**config.mk**
```make
export PLATFORM = sky130hd
export DESIGN_NAME = wb_bridge_nway
export DESIGN_NICKNAME = d
export VERILOG_FILES = /design/src/rtl/wb_bridge_pkg.sv /design/src/rtl/wb_bridge_decode.sv /design/src/rtl/wb_bridge_nway.sv
export SDC_FILE = /design/constraint.sdc
export NUM_CORES = 1
export LEC_CHECK = 0
export CAP_MARGIN = 40
export CORE_MARGIN = 8
export CORE_UTILIZATION = 42
export CTS_CLUSTER_SIZE = 40
export DETAILED_ROUTE_END_ITERATION = 8
export PLACE_DENSITY = 0.87
export SLEW_MARGIN = 25
export SYNTH_ARGS = -nofsm -noshare
export SYNTH_HDL_FRONTEND = slang
export SYNTH_SLANG_ARGS = --single-unit
```
**constraint.sdc**
```tcl
create_clock -name wb_clk_i -period 3.2 [get_ports wb_clk_i]
set_input_delay 0.8 -clock wb_clk_i [delete_from_list [all_inputs] [get_ports wb_clk_i]]
set_output_delay 0.8 -clock wb_clk_i [all_outputs]
set_load 0.005 [all_outputs]
```
**src/rtl/wb_bridge_pkg.sv**
```systemverilog
// Shared types and constants for the registered N-way Wishbone bridge.
package wb_bridge_pkg;

   typedef enum logic [1:0] {
      IDLE,
      BUSY,
      RESP
   } state_t;

   // Index wide enough for the largest supported port count.
   localparam int MAX_PORTS  = 8;
   localparam int PORT_IDX_W = $clog2(MAX_PORTS);

   localparam logic [31:0] DEF_ERR_DATA = 32'hdead_beef;

endpackage

```
**src/rtl/wb_bridge_decode.sv**
```systemverilog
// Window hit, port selection and local address translation.
module wb_bridge_decode
   import wb_bridge_pkg::*;
#(
   parameter int NUM_PORTS       = 4,
   parameter int PORT_ADDR_WIDTH = 24
) (
   input  logic [31:0]                adr,
   input  logic [31:0]                base,
   input  logic [31:0]                mask,
   input  logic [NUM_PORTS*32-1:0]    offsets,
   output logic                       hit,
   output logic                       mapped,
   output logic [PORT_IDX_W-1:0]      port,
   output logic [PORT_ADDR_WIDTH-1:0] xadr
);

   logic [31:0] loc;
   logic [31:0] sub;

   always_comb begin
      loc    = adr & ~mask;
      hit    = (adr & mask) == base;
      mapped = loc >= offsets[31:0];
      port   = '0;
      sub    = loc - offsets[31:0];
      // Offsets ascend, so the last match is the highest qualifying port.
      for (int i = 1; i < NUM_PORTS; i++) begin
         if (loc >= offsets[i*32 +: 32]) begin
            port = PORT_IDX_W'(i);
            sub  = loc - offsets[i*32 +: 32];
         end
      end
      xadr = PORT_ADDR_WIDTH'(sub);
   end

endmodule

```
**src/rtl/wb_bridge_nway.sv**
```systemverilog
// Registered N-way Wishbone classic bridge with timeout,
// unmapped-address error and upstream abort.
module wb_bridge_nway
   import wb_bridge_pkg::*;
#(
   parameter int                      NUM_PORTS       = 4,
   parameter logic [31:0]             UFP_BASE_ADDR   = 32'h3000_0000,
   parameter logic [31:0]             UFP_BASE_MASK   = 32'hff00_0000,
   parameter logic [NUM_PORTS*32-1:0] PORT_OFFSETS    = {32'h00ff_ffc0,
                                                         32'h0080_0000,
                                                         32'h0001_0000,
                                                         32'h0},
   parameter int                      PORT_ADDR_WIDTH = 24,
   parameter int                      TIMEOUT_CYCLES  = 255,
   parameter logic [31:0]             ERR_DATA        = DEF_ERR_DATA
) (
   input  logic                       wb_clk_i,
   input  logic                       wb_rst_ni,
   input  logic                       wbs_stb_i,
   input  logic                       wbs_cyc_i,
   input  logic                       wbs_we_i,
   input  logic [3:0]                 wbs_sel_i,
   input  logic [31:0]                wbs_dat_i,
   input  logic [31:0]                wbs_adr_i,
   output logic                       wbs_ack_o,
   output logic                       wbs_err_o,
   output logic [31:0]                wbs_dat_o,
   output logic [NUM_PORTS-1:0]       wbm_stb_o,
   output logic [NUM_PORTS-1:0]       wbm_cyc_o,
   output logic                       wbm_we_o,
   output logic [3:0]                 wbm_sel_o,
   output logic [PORT_ADDR_WIDTH-1:0] wbm_adr_o,
   output logic [31:0]                wbm_dat_o,
   input  logic [NUM_PORTS-1:0]       wbm_ack_i,
   input  logic [NUM_PORTS*32-1:0]    wbm_dat_i
);

   localparam int CNT_W = $clog2(TIMEOUT_CYCLES + 1);

   state_t                     state_q, state_d;
   logic [CNT_W-1:0]           cnt_q, cnt_d;
   logic                       err_q, err_d;
   logic [31:0]                rdat_q, rdat_d;
   logic [PORT_IDX_W-1:0]      port_q;
   logic                       lat;

   logic                       hit, mapped;
   logic [PORT_IDX_W-1:0]      dport;
   logic [PORT_ADDR_WIDTH-1:0] dadr;
   logic                       req, ack_sel, tmo;
   logic [NUM_PORTS-1:0]       oh;
   logic [31:0]                rd_sel;

   wb_bridge_decode #(
      .NUM_PORTS       (NUM_PORTS),
      .PORT_ADDR_WIDTH (PORT_ADDR_WIDTH)
   ) u_decode (
      .adr     (wbs_adr_i),
      .base    (UFP_BASE_ADDR),
      .mask    (UFP_BASE_MASK),
      .offsets (PORT_OFFSETS),
      .hit     (hit),
      .mapped  (mapped),
      .port    (dport),
      .xadr    (dadr)
   );

   assign req     = wbs_cyc_i & wbs_stb_i & hit;
   assign oh      = (state_q == BUSY) ? (NUM_PORTS'(1) << port_q) : '0;
   assign ack_sel = |(wbm_ack_i & oh);
   assign tmo     = cnt_q == CNT_W'(TIMEOUT_CYCLES - 1);

   assign wbm_stb_o = oh;
   assign wbm_cyc_o = oh;
   assign wbs_ack_o = (state_q == RESP) & ~err_q;
   assign wbs_err_o = (state_q == RESP) & err_q;
   assign wbs_dat_o = rdat_q;

   always_comb begin
      rd_sel = '0;
      for (int i = 0; i < NUM_PORTS; i++) begin
         if (port_q == PORT_IDX_W'(i)) rd_sel = wbm_dat_i[i*32 +: 32];
      end
   end

   always_comb begin
      state_d = state_q;
      cnt_d   = cnt_q;
      err_d   = err_q;
      rdat_d  = rdat_q;
      lat     = 1'b0;
      unique case (state_q)
         IDLE: begin
            cnt_d = '0;
            if (req) begin
               lat = 1'b1;
               if (!mapped) begin
                  state_d = RESP;
                  err_d   = 1'b1;
                  rdat_d  = ERR_DATA;
               end else begin
                  state_d = BUSY;
                  err_d   = 1'b0;
               end
            end
         end
         BUSY: begin
            if (cnt_q != '1) cnt_d = cnt_q + 1'b1;
            // Abort beats ack; ack beats timeout.
            if (!wbs_cyc_i) begin
               state_d = IDLE;
               cnt_d   = '0;
            end else if (ack_sel) begin
               state_d = RESP;
               err_d   = 1'b0;
               rdat_d  = wbm_we_o ? 32'h0 : rd_sel;
            end else if (tmo) begin
               state_d = RESP;
               err_d   = 1'b1;
               rdat_d  = ERR_DATA;
            end
         end
         RESP: begin
            state_d = IDLE;
            cnt_d   = '0;
         end
         default: begin
            state_d = IDLE;
            cnt_d   = '0;
         end
      endcase
   end

   always_ff @(posedge wb_clk_i or negedge wb_rst_ni) begin
      if (!wb_rst_ni) begin
         state_q   <= IDLE;
         cnt_q     <= '0;
         err_q     <= 1'b0;
         rdat_q    <= '0;
         port_q    <= '0;
         wbm_we_o  <= 1'b0;
         wbm_sel_o <= '0;
         wbm_adr_o <= '0;
         wbm_dat_o <= '0;
      end else begin
         state_q <= state_d;
         cnt_q   <= cnt_d;
         err_q   <= err_d;
         rdat_q  <= rdat_d;
         if (lat) begin
            port_q    <= dport;
            wbm_we_o  <= wbs_we_i;
            wbm_sel_o <= wbs_sel_i;
            wbm_adr_o <= dadr;
            wbm_dat_o <= wbs_dat_i;
         end
      end
   end

endmodule

```
# --- Word-level counts from Yosys, hierarchy flattened ---
# Cells that the tools add are included.
op_classes:
  add_sub_neg: 4
  magnitude_cmp: 4
  eq_ne: 14
  n_shift: 1
  n_mux: 35
  bitwise_logic: 6
  reduce_logical: 7
ops:
  columns: ["operator", "n"]
  rows:
  - ["$mux 32", 10]
  - ["$mux 24", 3]
  - ["$pmux 32 s2", 1]
  - ["$ge 24x24->1 const B", 2]
  - ["$sub 24x24->24 const B", 2]
  - ["$ge 24x1->1 const B", 1]
  - ["$ge 24x17->1 const B", 1]
  - ["$mux 8", 3]
  - ["$sub 24x17->24 const B", 1]
  - ["$mux 2", 7]
  - ["$add 8x1->8 const B", 1]
  - ["$eq 8x6->1 const B", 1]
  - ["$eq 8x8->1 const B", 1]
  - ["$mux 1", 8]
  - ["$ne 8x8->1 const B", 1]
  - ["$eq 3x2->1 const B", 2]
  - ["$ne 2x2->1 const B", 3]
  - ["$reduce_and 5->1", 1]
  - ["$and 1x1->1", 4]
  - ["$and 4x4->4", 1]
  - ["$mux 4", 1]
  - ["$ne 4x4->1 const B", 1]
  - ["$pmux 2 s2", 1]
  - ["$reduce_and 4->1", 1]
  - ["other kinds (13)", 13]
word_totals:
  register_bits: 107
  in_bits: 205
  out_inout_bits: 103
  wordCells: 80

# --- Longest topological paths before layout ---
# Gate-level depths: netlist of the first run.
depth:
  word_depth: 9
  depth_mapped: 8

# --- Hierarchy ---
# Synthesis of the first run repeated with hierarchy kept, for this count alone.
unflattened:
  cells_unflattened: 1289
  area_unflattened_um2: 10990.5
by_module_without_submodules:
  columns: ["mod", "instances", "cells_per_inst", "area_per_inst_um2", "seq_area_each_um2"]
  rows:
  - ["wb_bridge_decode", 1, 845, 5774.3, 0.0]
  - ["wb_bridge_nway", 1, 444, 5216.3, 2677.6]

# --- Worst setup path after synthesis of the first run ---
# Ideal clock, no wire load.
synth_timing:
  kind: "input port to flip-flop"
  start: "in wbs_adr_i[17]"
  end: "reg wbm_adr_o[21]"
  setup_ps: 126
  arrival_time_ps: 2403
  path_slack_ps: 671
  cell_stages: 7
  n_path_buf: 0
  path_cell_list: "inv_1 > ha_1 > or4b_4 > o41a_1 > a21oi_4 > nor3_1 > o32a_1"
synth_between:
  elab_chain_cells: 4
  elab_cells_between_ends: 9
synth_rtl:
  columns: ["item", "line_no", "text"]
  rows:
  - ["start: declaration", "wb_bridge_nway.sv:24", "input logic [31:0] wbs_adr_i,"]
  - ["$sub 24x17->24 or $ge 24x17->1 (tied branches)", "wb_bridge_decode.sv:31, wb_bridge_decode.sv:29", null]
  - ["$mux 24 (2 in series)", "wb_bridge_decode.sv:29", "if (loc >= offsets[i*32 +: 32]) begin"]
  - ["$mux 24 (*)", "wb_bridge_decode.sv:29", null]
  - ["end signal: assignment", "wb_bridge_nway.sv:154", "wbm_adr_o <= dadr;"]
  - ["end: declaration", "wb_bridge_nway.sv:32", "output logic [PORT_ADDR_WIDTH-1:0] wbm_adr_o,"]
# Mark *: on every way between the ends. The rest lies on a longest branch, timed or not.
# A chain may end at the register's enable or synchronous reset.

# --- Final worst setup path of the first run ---
layout_timing:
  start: "in wbs_adr_i[16]"
  end: "reg wbm_adr_o[19]"
# Same word-level chain as after synthesis.

==> results of run 1 <==
-- sequential cells by signal (all words and copies together) (netlist names) --
register / cells
wbs_dat_o: 32
wbm_adr_o: 24
port_q: 2
err_q: 1
wbm_dat_o: 32
wbm_sel_o: 4
wbm_we_o: 1
cnt_q: 8
state_q: 2
-- final cells by class --
type / count / area [um2] / share of cell area, %
Clock buffer: 12 / 256 / 2.82
Clock inverter: 4 / 73.8 / 0.811
Inverter: 10 / 37.5 / 0.412
Multi-Input combinational cell: 365 / 2630 / 28.9
Sequential cell: 106 / 2650 / 29.2
Tap cell: 172 / 215 / 2.36
Timing Repair Buffer: 325 / 3230 / 35.5
-- cell usage in the layout (no fill, tap or decap), drive strengths merged, types with 2 or more instances in the layout --
master and n:
a211oi 2, a21oi 4, a22o 12, a31oi 5
and3 7, and4 2, buf 19, bufinv 2
clkbuf 12, clkdlybuf4s50 306, clkinv 2, dfrtp 106
ha 7, inv 10, mux4 33, nand2 156
nand3 7, nand4 7, nor2 15, nor2b 25
nor3 6, nor4 5, nor4b 2, nor4bb 2
o211ai 5, o21ai 8, o22a 25, or4 5
xnor2 5, xor2 2
-- power groups by stage --
stage                     logic [uW]  clock network, uW  registers, uW
after floorplan                  141                  0           1410
after global placement           509                  0           1410
after detailed placement         521                  0           1410
after CTS                        526               1240           1380
after global routing             562               1300           1390
final                            523               1220           1380
-- per-stage QoR --
| step | instances | total power (uW) | hold WS, ps | setup WS [ps] | util [%] |
|---|---|---|---|---|---|
| after floorplan | 515 | 1550 | 470 | 671 | - |
| after global placement | 978 | 1920 | 459 | 126 | 69.2 |
| after detailed placement | 978 | 1930 | 464 | 21.1 | 69.2 |
| after CTS | 994 | 3150 | 477 | 297 | 71.8 |
| after global routing | 994 | 3240 | 493 | 188 | 71.8 |
| final | 994 | 3120 | 462 | 256 | 71.8 |
-- how the worst max path moves through the flow --
| stage | slack, ps | end | startpoint | depth (start not counted) |
|---|---|---|---|---|
| global placement | 130 | wbm_adr_o[21]$_DFFE_PN0P_ | wbs_adr_i[16] | 8 |
| finish | 260 | wbm_adr_o[19]$_DFFE_PN0P_ | wbs_adr_i[16] | 8 |
| CTS | 300 | wbm_adr_o[19]$_DFFE_PN0P_ | wbs_adr_i[16] | 8 |
| floorplan | 670 | wbm_adr_o[21]$_DFFE_PN0P_ | wbs_adr_i[17] | 7 |
| global route | 190 | wbm_adr_o[19]$_DFFE_PN0P_ | wbs_adr_i[17] | 9 |
| detailed placement | 20 | wbm_adr_o[19]$_DFFE_PN0P_ | wbs_adr_i[16] | 8 |
-- logic make-up after synthesis --
kind of cell             Yosys count
buffers and inverters             44
AO/OA/AOI/OAI                     73
flip-flops                       106
XOR/XNOR                           7
AND/OR/NAND/NOR                  244
multiplexers                      34
adder cells (fa/ha/maj)            7
-- per-layer routing --
metal / global-route usage (%) / share of wire [%] / vias to the layer above
met5: 0 / 0 / -
met1: 26.5 / 36 / 2602
met3: 9.38 / 11 / 40
li1: - / - / 2440
met4: 9.02 / 2.6 / 0
met2: 42.7 / 51 / 269
==> results by group, run 1 <==
Clock tree
  – TritonCTS Buffers: 9
  – Reg clk slew, reported paths: 70 ps
  – Clock Latency Late Sink: 350 ps
  – Number of H-tree levels: 3
  – Post-CTS resize count: 0
  – TritonCTS Sinks: 106
  – Post-CTS Setup Repair Bufs: 0
  – Hold-fix buffers at CTS: 0
  – Max clock buf depth: 2
  – CTS tree: built
  – Clock root cell: clkbuf_16

Timing
  – RSZ-0062 raised after global routing: no
  – Fin Setup TNS: 0 ps
  – Final hold violation count: 0
  – Worst Skew: 7.67 ps
  – Clock period minus worst slack: 2940 ps
  – Crit share post-route: 92.0%
  – FMAX: 340 MHz
  – Max Slew Vio Count: 0
  – Slew HR: 56.2%
  – Tightest Pin Transition: 647 ps
  – # setup viols final: 0

Yosys
  – Yosys cell types: 53
  – Post-synth top area share: 48.4%
  – Synth Area in Adders: 1.60%
  – Synthesized Nets: 727
  – Xor/xnor share of the synthesized area: 1.12%
  – Main combinational cell family by area after synthesis: simple AND/OR/NAND/NOR gates
  – Mux cell area share after synthesis: 13.7%
  – Synth Area per Inst: 10.6 um2
  – Post-Syn Instances: 515
  – Simple-Gate Fraction of Synth Area: 20.8%
  – Synth Area in Compound Gates: 10.7%
  – Synth Flop Type: dfrtp_1
  – FFs w/ async S/R, synth: 100%
  – Post-synth EDFFs: 0
  – Synth top cells by count: 156 x nand2_1, 106 x dfrtp_1, 33 x mux4_2
  – Count leader, synth: nand2_1
  – Largest cells by area after synthesis: dfrtp_1 48%, mux4_2 14%, nand2_1 11%, o22a_1 4.0%, nor2b_1 2.9%
  – Post-Syn Area: 5480 um2
  – Seq/Total Area, Yosys: 48.4%
  – Ys Warns: 0
  – Register bit total from synthesis: 106
  – Area leader, netlist: dfrtp_1

Floorplanning
  – CORE AREA: 12700 um2
  – Row count: 41
  – I/O pin count: 308
  – Full die area: 17000 um2
  – Initial Utilization: 43.3%
  – Die Span Y: 130 um
  – Die Width: 130 um

Power and ir drop
  – P_sw: 673 uW
  – PD cells: 343 nW/um2
  – Combinational share of power: 16.7%
  – Switch share: 21.5%
  – Clock share of power: 39.0%
  – Sequential power share: 44.3%
  – Int Pwr: 2450 uW
  – Leakage: 0.00393 uW
  – VDD IR max: 263 uV

Run status
  – Status: complete, no violations

Route
  – DR vias/cell: 5.38
  – DR pass1 iterations: 4
  – Post-route DRC: 0
  – Via count: 5351
  – Initial DRC count: 333
  – Wire per inst: 21.1 um
  – Post-route ant nets: 0
  – Detailed Route WL: 21000 um

Place
  – Buffers added on ports: 307
  – Hpwl dp: 16800 um
  – Final GP Congestion: 0.904
  – Cell Area, Placed: 8770 um2

Critical path
  – Crit end category: flip-flop
  – Family with the most delay on the worst path: compound AO/OA/AOI/OAI gates
  – WP data arrival: 3150 ps
  – Reg-to-Reg Start: port_q[0]$_DFFE_PN0P_
  – Crit-path max cell delay: 500 ps
  – R2R depth: 4
  – Kind of critical path: input pin to flip-flop
  – Crit path required time: 3400 ps
  – Worst path bufs/invs: 2
  – Reg-to-reg setup timing slack: 1080 ps
  – Critical-path maximum fanout: 5
  – CP cell instances: clkdlybuf4s50_1 > inv_1 > ha_1 > or4b_4 > o41a_1 > a211o_2 > a31oi_1 > o211ai_1
  – R2r endpoint: wbs_dat_o[19]$_DFFE_PN0P_
  – CP max-delay cell: or4b_4
  – Startpoint Class: input pin

Global routing
  – All-layer global routing usage: 24.5%
  – Pin count of the biggest net entering global routing: 61
  – Total congestion overflow: 0
  – Initial antenna violation count: 0
  – Vias in the first global route: 5855
  – First-pass GRT wire length: 31900 um

Finish
  – Fin nets: 1029
  – Layout area overhead: 66.0%
  – Final Cell Area: 9100 um2
  – Diode count: 0
  – Layout cells sized above 1: 9.49%
  – Number of fillers in the final layout: 885

Flow run
  – MaxCap Viol Count: 0

Min path
  – Hold Path Class: input pin to asynchronous set/reset pin
(Power assumes the default switching activity.)
==> run 2: changes to the inputs <==
CORE_UTILIZATION = 43   (was 42)
CTS_BUF_LIST = sky130_fd_sc_hd__clkbuf_4   (was unset)
PLACE_DENSITY = 0.89   (was 0.87)
==> results by group, run 2 (synthesized netlist as in run 1, its figures left out) <==
Run status
  – Status: complete, no violations

Critical path
  – Reg-to-reg setup timing slack: 1000 ps
  – Reg-to-Reg Start: port_q[1]$_DFFE_PN0P_
  – Kind of critical path: flip-flop to output pin
  – R2r endpoint: wbs_dat_o[1]$_DFFE_PN0P_
  – Critical-path maximum fanout: 7
  – Crit path required time: 2400 ps
  – Startpoint Class: flip-flop
  – Crit end category: output pin
  – WP data arrival: 2170 ps
  – R2R depth: 6

Route
  – Via count: 5424
  – Detailed Route WL: 21600 um
  – DR vias/cell: 5.41
  – Wire per inst: 21.5 um
  – Post-route DRC: 0
  – Post-route ant nets: 0
  – DR pass1 iterations: 4
  – Initial DRC count: 305

Finish
  – Commonest non-fill, non-tap cells in the layout: 306 x clkdlybuf4s50_1, 156 x nand2_1, 105 x dfrtp_1
  – Fin nets: 1036
  – Most common cell after layout, fill and taps aside: clkdlybuf4s50_1
  – Layout cells sized above 1: 10.1%
  – Final Cell Area: 8950 um2
  – Number of fillers in the final layout: 934
  – Post-route insts no fill: 1002
  – Layout area overhead: 63.2%

Power and ir drop
  – Switch share: 23.7%
  – PD cells: 288 nW/um2
  – Sequential power share: 53.6%
  – Leakage: 0.00387 uW
  – Clock share of power: 26.1%
  – Int Pwr: 1970 uW
  – VDD IR max: 200 uV
  – P_sw: 612 uW
  – Pwr Total: 2580 uW
  – Combinational share of power: 20.3%

Timing
  – Fin Setup TNS: 0 ps
  – Setup WS post-layout: 230 ps
  – Worst Skew: 16.9 ps
  – Slew HR: 57.1%
  – Crit share post-route: 92.8%
  – # setup viols final: 0
  – Clock period minus worst slack: 2970 ps
  – RSZ-0062 raised after global routing: no
  – Final hold violation count: 0
  – Max Slew Vio Count: 0
  – Tightest Pin Transition: 643 ps
  – FMAX: 337 MHz

Floorplanning
  – Initial Utilization: 43.8%
  – Die Span Y: 129 um
  – Row count: 41
  – Die Width: 129 um
  – CORE AREA: 12500 um2
  – I/O pin count: 308
  – Full die area: 16600 um2

Place
  – Final GP Congestion: 0.898
  – Cell Area, Placed: 8810 um2
  – Hpwl dp: 17600 um
  – Dpl ws: 17.6 ps
  – Cells after DPL: 985
  – Buffers added on ports: 307

Clock tree
  – Number of H-tree levels: 3
  – CTS tree: built
  – TritonCTS Sinks: 106
  – Clock Latency Late Sink: 450 ps
  – Reg clk slew, reported paths: 150 ps
  – Clock root cell: clkbuf_4
  – Hold-fix buffers at CTS: 0
  – Max clock buf depth: 2
  – Post-CTS resize count: 0
  – Post-CTS Setup Repair Bufs: 0
  – TritonCTS Buffers: 9

Global routing
  – Total congestion overflow: 0
  – Vias in the first global route: 5705
  – All-layer global routing usage: 25.8%
  – Initial antenna violation count: 2
  – Pin count of the biggest net entering global routing: 59
  – First-pass GRT wire length: 33000 um

Min path
  – Hold Path Class: input pin to asynchronous set/reset pin

Flow run
  – MaxCap Viol Count: 0
-- run 2: changes by cell type in the layout (fill, tap and decap cells not counted), sizes merged --
cell / delta
buf: +7
bufinv: -1
clkbuf: -2
clkinv: +2
diode: +2
-- run 2: worst max-delay path, stage by stage (launching register included) --
cell and delay [ps]:
dfrtp_1 430, nor2b_1 370, nor3b_1 320, clkdlybuf4s50_1 600
-- run 2: layout make-up --
type | count | area [um2] | area share [%]
repair buffers | 332 | 3270 | 36.6
flip-flops and latches | 106 | 2650 | 29.7
multi-input cells | 365 | 2630 | 29.4
well taps | 172 | 215 | 2.41
clock buffers | 10 | 75.1 | 0.839
clock inverters | 5 | 56.3 | 0.629
inverters | 10 | 37.5 | 0.420
diodes | 2 | 5.00 | 0.0559
-- run 2: per-stage QoR --
step	hold WS, ps	utilization (%)
5_1_grt	372	71.5
6_report	348	71.5
3_3_place_gp	457	70.4
2_1_floorplan	470	-
4_1_cts	329	71.4
3_5_place_dp	461	70.4
-- run 2: power by group through the flow --
stage                     sequential (uW)  combinational [uW]  clock, uW
after global placement               1410                 516          0
after global routing                 1390                 564        749
after CTS                            1380                 529        705
final                                1380                 524        672
after detailed placement             1410                 525          0
after floorplan                      1410                 141          0
-- run 2: how the worst max path moves through the flow --
stage	start	endpoint	depth (start not counted)
global route	state_q[0]$_DFFE_PN0P_	wbm_cyc_o[0]	3
global placement	wbs_adr_i[16]	wbm_adr_o[21]$_DFFE_PN0P_	8
detailed placement	wbs_adr_i[16]	wbm_adr_o[21]$_DFFE_PN0P_	8
floorplan	wbs_adr_i[17]	wbm_adr_o[21]$_DFFE_PN0P_	7
CTS	state_q[0]$_DFFE_PN0P_	wbm_cyc_o[0]	3
finish	state_q[0]$_DFFE_PN0P_	wbm_cyc_o[0]	3
-- run 2: metal layers --
| layer | vias to the layer above | track usage [%] | part of all wire [%] |
|---|---|---|---|
| li1 | 2458 | - | - |
| met2 | 273 | 43.9 | 50 |
| met1 | 2655 | 29.2 | 37 |
| met3 | 38 | 8.23 | 9.9 |
| met4 | 0 | 11.6 | 3.6 |
| met5 | - | 0 | 0 |
